[src/rtl/ex_mem_stage_pipe.sv]
// EX->MEM pipeline register with a 2-entry skid buffer. Latency is 1 cycle from accept to Out_Valid.
// In_Ready is registered as !skid_vld, so the EX stage never sees a combinational path from Out_Ready.
module ex_mem_stage_pipe #(
  parameter int DATA_WIDTH     = 32,
  parameter int REG_ADDR_WIDTH = 5,
  parameter int INSTR_WIDTH    = 32,
  parameter int CNT_WIDTH      = 16
) (
  input  logic                      Clk,
  input  logic                      Reset,
  input  logic                      Flush,
  input  logic                      In_Valid,
  output logic                      In_Ready,
  input  logic                      RegWrite_EX,
  input  logic                      MemtoReg_EX,
  input  logic                      Branch_EX,
  input  logic                      MemRead_EX,
  input  logic                      MemWrite_EX,
  input  logic                      Zero_EX,
  input  logic [DATA_WIDTH-1:0]     ALU_Result_EX,
  input  logic [DATA_WIDTH-1:0]     Read_Data_2_EX,
  input  logic [REG_ADDR_WIDTH-1:0] Write_Register_EX,
  input  logic [INSTR_WIDTH-1:0]    Instruction_EX,
  output logic                      Out_Valid,
  input  logic                      Out_Ready,
  output logic                      RegWrite_MEM,
  output logic                      MemtoReg_MEM,
  output logic                      Branch_MEM,
  output logic                      MemRead_MEM,
  output logic                      MemWrite_MEM,
  output logic                      Zero_MEM,
  output logic [DATA_WIDTH-1:0]     ALU_Result_MEM,
  output logic [DATA_WIDTH-1:0]     Write_Data_MEM,
  output logic [REG_ADDR_WIDTH-1:0] Write_Register_MEM,
  output logic [INSTR_WIDTH-1:0]    Instruction_MEM,
  output logic [CNT_WIDTH-1:0]      Stall_Count
);

  typedef struct packed {
    logic                      reg_write;
    logic                      mem_to_reg;
    logic                      branch;
    logic                      mem_read;
    logic                      mem_write;
    logic                      zero;
    logic [DATA_WIDTH-1:0]     alu_result;
    logic [DATA_WIDTH-1:0]     write_data;
    logic [REG_ADDR_WIDTH-1:0] write_reg;
    logic [INSTR_WIDTH-1:0]    instr;
  } payload_t;

  payload_t               in_dat;
  payload_t               main_dat;
  payload_t               skid_dat;
  logic                   main_vld;
  logic                   skid_vld;
  logic                   accept;
  logic                   pop;
  logic [CNT_WIDTH-1:0]   stall_cnt;

  assign in_dat = '{
    reg_write:  RegWrite_EX,
    mem_to_reg: MemtoReg_EX,
    branch:     Branch_EX,
    mem_read:   MemRead_EX,
    mem_write:  MemWrite_EX,
    zero:       Zero_EX,
    alu_result: ALU_Result_EX,
    write_data: Read_Data_2_EX,
    write_reg:  Write_Register_EX,
    instr:      Instruction_EX
  };

  assign In_Ready  = ~skid_vld;
  assign Out_Valid = main_vld;
  assign accept    = In_Valid & ~skid_vld & ~Flush;
  assign pop       = main_vld & Out_Ready;

  always_ff @(posedge Clk or posedge Reset) begin
    if (Reset) begin
      main_vld  <= 1'b0;
      skid_vld  <= 1'b0;
      main_dat  <= '0;
      skid_dat  <= '0;
      stall_cnt <= '0;
    end else begin
      // Counts stalls even on a flush edge; saturates rather than wrapping
      if (main_vld && !Out_Ready && stall_cnt != {CNT_WIDTH{1'b1}})
        stall_cnt <= stall_cnt + 1'b1;

      if (Flush) begin
        main_vld <= 1'b0;
        skid_vld <= 1'b0;
      end else if (skid_vld) begin
        if (pop) begin
          main_dat <= skid_dat;
          skid_vld <= 1'b0;
        end
      end else if (main_vld) begin
        if (accept && pop) begin
          main_dat <= in_dat;
        end else if (accept) begin
          skid_dat <= in_dat;
          skid_vld <= 1'b1;
        end else if (pop) begin
          main_vld <= 1'b0;
        end
      end else if (accept) begin
        main_dat <= in_dat;
        main_vld <= 1'b1;
      end
    end
  end

  // Side-effecting controls are masked during bubbles; the rest hold their last value
  assign RegWrite_MEM       = main_vld & main_dat.reg_write;
  assign Branch_MEM         = main_vld & main_dat.branch;
  assign MemRead_MEM        = main_vld & main_dat.mem_read;
  assign MemWrite_MEM       = main_vld & main_dat.mem_write;
  assign MemtoReg_MEM       = main_dat.mem_to_reg;
  assign Zero_MEM           = main_dat.zero;
  assign ALU_Result_MEM     = main_dat.alu_result;
  assign Write_Data_MEM     = main_dat.write_data;
  assign Write_Register_MEM = main_dat.write_reg;
  assign Instruction_MEM    = main_dat.instr;
  assign Stall_Count        = stall_cnt;

endmodule

[config.mk]
export PLATFORM = sky130hd
export DESIGN_NAME = ex_mem_stage_pipe
export DESIGN_NICKNAME = d
export VERILOG_FILES = /design/src/rtl/ex_mem_stage_pipe.sv
export SDC_FILE = /design/constraint.sdc
export NUM_CORES = 1
export LEC_CHECK = 0
export ABC_AREA = 0
export CORE_MARGIN = 2
export CORE_UTILIZATION = 45
export CTS_CLUSTER_SIZE = 12
export DETAILED_ROUTE_END_ITERATION = 12
export PLACE_DENSITY = 0.73
export SLEW_MARGIN = 20
export SYNTH_ARGS = -nofsm -noshare
export SYNTH_HDL_FRONTEND = slang
export SYNTH_SLANG_ARGS = --single-unit
[constraint.sdc]
create_clock -name Clk -period 16.78 [get_ports Clk]
set_clock_uncertainty 0.05 [all_clocks]
set_input_delay 3.356 -clock Clk [delete_from_list [all_inputs] [get_ports Clk]]
set_output_delay 3.356 -clock Clk [all_outputs]
set_load 0.05 [all_outputs]
### Word-level counts from Yosys, hierarchy flattened

Index checks and enable logic that the tools add are counted.
W data, S select, Z words.

* equality and inequality tests: 4
* bitwise operators: 10
* $add $sub $neg: 1
* reduce and logical (&&, ||, !) cells: 7
* multiplexer cells: 16

Operators by type and width (count)
* $mux W107: 5
* $add A16 B1 Y16 const B: 1
* $ne A16 B16 Y1 const B: 1
* $mux W1: 11
* $and A1 B1 Y1: 7
* $reduce_and A5 Y1: 1
* $reduce_and A4 Y1: 1
* $logic_and A1 B1 Y1: 3
* $ne A3 B1 Y1 const B: 1
* $not A1 Y1: 3
* $reduce_bool A3 Y1: 1
* $ne A2 B1 Y1 const B: 1
* $ne A2 B2 Y1 const B: 1
* $logic_not A1 Y1: 1

* word-level logic and storage cells: 61
* register bits after elaboration: 232

### Depth between registers and ports, before layout

* depth after elaboration: 8
* depth in mapped cells: 7
* mapped depth without buffers: 5

### Worst setup path before layout

Ideal clock, no wire load.

* path kind: reg2out
* start: register main_vld, in the netlist Out_Valid
* end: output MemRead_MEM
* stages on the path, launching flop included: 3
* slack: 12086 ps
* data required time: 13374 ps
* data arrival time: 1288 ps
* cells stage by stage: dfrtp_1 buf_2 and2_1

* word-level cells in the longest chain between the ends: 1

RTL lines
* start: declaration: line 55 `logic main_vld;`
* start signal: assignment: line 81 `main_vld <= 1'b0;`
* start signal: assignment: line 92 `main_vld <= 1'b0;`
* start signal: assignment: line 106 `main_vld <= 1'b0;`
* $and A1 B1 Y1: line 118 `assign MemRead_MEM = main_vld & main_dat.mem_read;`
* end: declaration: line 29 `output logic MemRead_MEM,`

Every way passes these cells.

### Final worst setup path

* start: input Out_Ready
* end: register skid_dat[54] in the netlist's numbering

* word-level cells in the longest chain between the ends: 4

RTL lines
* start: declaration: line 25 `input logic Out_Ready,`
* $and A1 B1 Y1: line 77 `assign pop = main_vld & Out_Ready;`
* $logic_and A1 B1 Y1: line 100 `if (accept && pop) begin`
* $not A1 Y1 (no source line)
* $reduce_and A5 Y1 (no source line)
* end signal: assignment: line 103 `skid_dat <= in_dat;`
* end: declaration: line 54 `payload_t skid_dat;`

Every way passes these cells.
A chain may end at the register's enable or synchronous reset.

==> results.yml <==
sta:
  hold_viol: 0
  setup_viol: 0
  finalCritPeriodShare_pct: 34.3
  drv_slew: 0
  relSlewSlack_pct: 30.2
  max_freq_ghz: 0.174
  hold_slack_ns: 0.453
  final.setup.tns_ns: 0
  tightest_slew_ns: 1.05
  layout_min_cycle_time_ns: 5.76
  rsz0062_at_grt: "false"
clocking:
  clock_path_buffers: 3
  postCtsSetupBuffers: 0
  hold_buffers: 0
  path_clk_slew_ns: 0.06
  cts_made_buffers: 25
  ctsResizeCount: 0
  clock-sinks: 232
  htreeDepth: 1
  cts-root-buf: "clkbuf_16"
  cts_tree: "yes"
  insertion_delay_ns: 0.50
synth:
  avgSynthCellArea_um2: 12.0
  ys_ff_latch: 232
  synth_area_um2: 10500
  synth-async-reset-ratio_pct: 100
  yosysWarningCount: 0
  synth_top_flop_cell: "dfrtp_1"
  syn-num-nets: 995
  synth_edf_count: 0
  synth_sequential_area_ratio_pct: 55.0
  synth_cell_types: 27
  syn_inst: 882
global_routing:
  antenna_found_initial: 1
  grt_overflow: 0
  first_global_vias: 6601
  grt_max_degree: 215
  grt_usage_pct: 17.1
  grt_pass1_wl_um: 34000
detailed_routing:
  drt-vias-per-instance: 4.97
  drt-initial-drc-count: 262
  firstDrtPassIters: 4
  routed_wl_um: 21600
  remaining_drc_errors: 0
  post_drt_wl_per_cell_um: 16.2
  vias: 6642
  drt.antenna.violating_nets: 0
floorplanning:
  die_h_um: 157
  num_rows: 56
  die_w_um: 157
  coreArea_um2: 23300
  ioPinCount: 237
  initial_core_util_pct: 45.3
  dieArea_um2: 24700
hold_path:
  whs_endpoint: "skid_dat[66]"
  hold_class: "register to register"
  min_from: "skid_dat[66]"
  whs_path_depth: 1
critical_path:
  endpoint_kind: "register"
  r2r_start: "skid_vld"
  r2r_end: "ALU_Result_MEM[22]"
  r2r_slack_ns: 13.82
  slowest_stage: "buf_4"
  crit_chain: "clkdlybuf4s50_1, nand2b_1, nor3_4, buf_4, buf_4, mux2_2"
  path_delay_family: "buffers and inverters"
  rr_worst_depth: 5
  crit_fanout: 56
  critPathArrivalTime_ns: 6.09
  critPathKind: "primary input to register"
  required_ns: 17.12
  startpoint_type: "primary input"
  cpMostUsedCell: "buf_4"
  cp.buffers_inverters: 3
  cp_slowest_stage_delay_ns: 0.74
pwr:
  pwr_density_cell_nw_per_um2: 140
  leakage_uw: 0.00528
  ir_worst_vdd_mv: 0.105
layout:
  nets: 1115
  synthToLayoutAreaGrowth_pct: 24.6
  drive_gt1_share_pct: 15.3
  fillers: 2015
  fin_util_pct: 56.5
  final_cells: 1336
  final_common_cell: "clkdlybuf4s50_1"
  mostFrequentLayoutCells: "236 x clkdlybuf4s50_1, 231 x dfrtp_1, 112 x nor2_1"
status:
  status: "finished clean"
job:
  max-cap-violations: 0
placement:
  place.gp.congestion: 0.765
  io_buffers: 236
  dpl.cell_count: 1294
  dp_hpwl_um: 13700
worst register-to-register path, cell delays in order, from the launching register on:
cell      delay, ns
dfrtp_4        0.44
buf_4          0.71
nand2_1        0.24
a211oi_4       0.34
buf_12         0.59
a21oi_1        0.41
metal layers:
| metal | track usage [%] | part of all wire, % |
|---|---|---|
| met1 | 22.8 | 45 |
| met2 | 27.7 | 46 |
| met5 | 0 | 0 |
| met4 | 5.45 | 2.6 |
| met3 | 4.02 | 6.4 |
layout make-up:
type	instances	area [um2]	area share [%]
sequential	232	5810	44.2
multi-input combinational	497	3690	28.1
timing repair buffer	243	2430	18.5
clock buffer	37	741	5.64
tap	319	399	3.04
clock inverter	4	45.0	0.343
inverter	3	18.8	0.143
antenna	1	2.50	0.0190
synth_stat cells (2+ instances only):
| cell type | n | area (um2) |
|---|---|---|
| and2_1 | 5 | 31.3 |
| and3_1 | 5 | 31.3 |
| buf_2 | 30 | 150 |
| mux2_2 | 108 | 1220 |
| buf_4 | 110 | 826 |
| nand4_1 | 12 | 75.1 |
| nor2_1 | 112 | 420 |
| xor2_1 | 3 | 26.3 |
| nand2_1 | 4 | 15.0 |
| and4_1 | 3 | 26.3 |
| clkbuf_1 | 7 | 26.3 |
| xnor2_1 | 12 | 105 |
| inv_1 | 3 | 11.3 |
| mux2i_1 | 107 | 1070 |
| nand2b_1 | 2 | 12.5 |
| a21oi_1 | 109 | 546 |
| buf_6 | 3 | 33.8 |
| dfrtp_1 | 232 | 5810 |
| nand3_1 | 7 | 35.0 |
report_power, final:
group	internal (uW)	switching, uW
Sequential	690	74.2
Combinational	218	325
Clock	317	215
Total	1230	614
cell families after synthesis:
kind of cell	synth area share (%)
flops	55.0
mux	21.7
buf+inv	9.93
simple gates	6.35
compound gates	5.63
xor+xnor	1.25
fa+ha+maj	0.119
how the worst max path moves through the flow:
stage	to	cells past startpoint	slack, ns	start
detailed placement	skid_dat[69]	6	10.52	Out_Ready
floorplan	ALU_Result_MEM[0]	1	7.01	Reset
global placement	skid_dat[62]	6	10.55	Out_Ready
CTS	skid_dat[69]	6	11.05	Out_Ready
finish	skid_dat[54]	6	11.02	Out_Ready
global route	skid_dat[54]	6	10.92	Out_Ready
flip-flops by register name, summed over array words and instances, names as in the netlist:
signal / flops
MemtoReg_MEM: 1
Instruction_MEM: 32
Write_Data_MEM: 32
ALU_Result_MEM: 32
Stall_Count: 16
Zero_MEM: 1
skid_dat: 107
main_dat: 4
Write_Register_MEM: 5
Out_Valid: 1
skid_vld: 1
per-stage QoR:
| step | setup WS, ns | area, um2 | total power, uW |
|---|---|---|---|
| final | 11.02 | 13100 | 1840 |
| after global routing | 10.92 | 13100 | 1930 |
| after CTS | 11.05 | 13100 | 1860 |
| after detailed placement | 10.52 | 12300 | 1320 |
| after global placement | 10.55 | 12300 | 1310 |
| after floorplan | 7.01 | 10500 | 1200 |
Power figures use the tool's default switching activity.
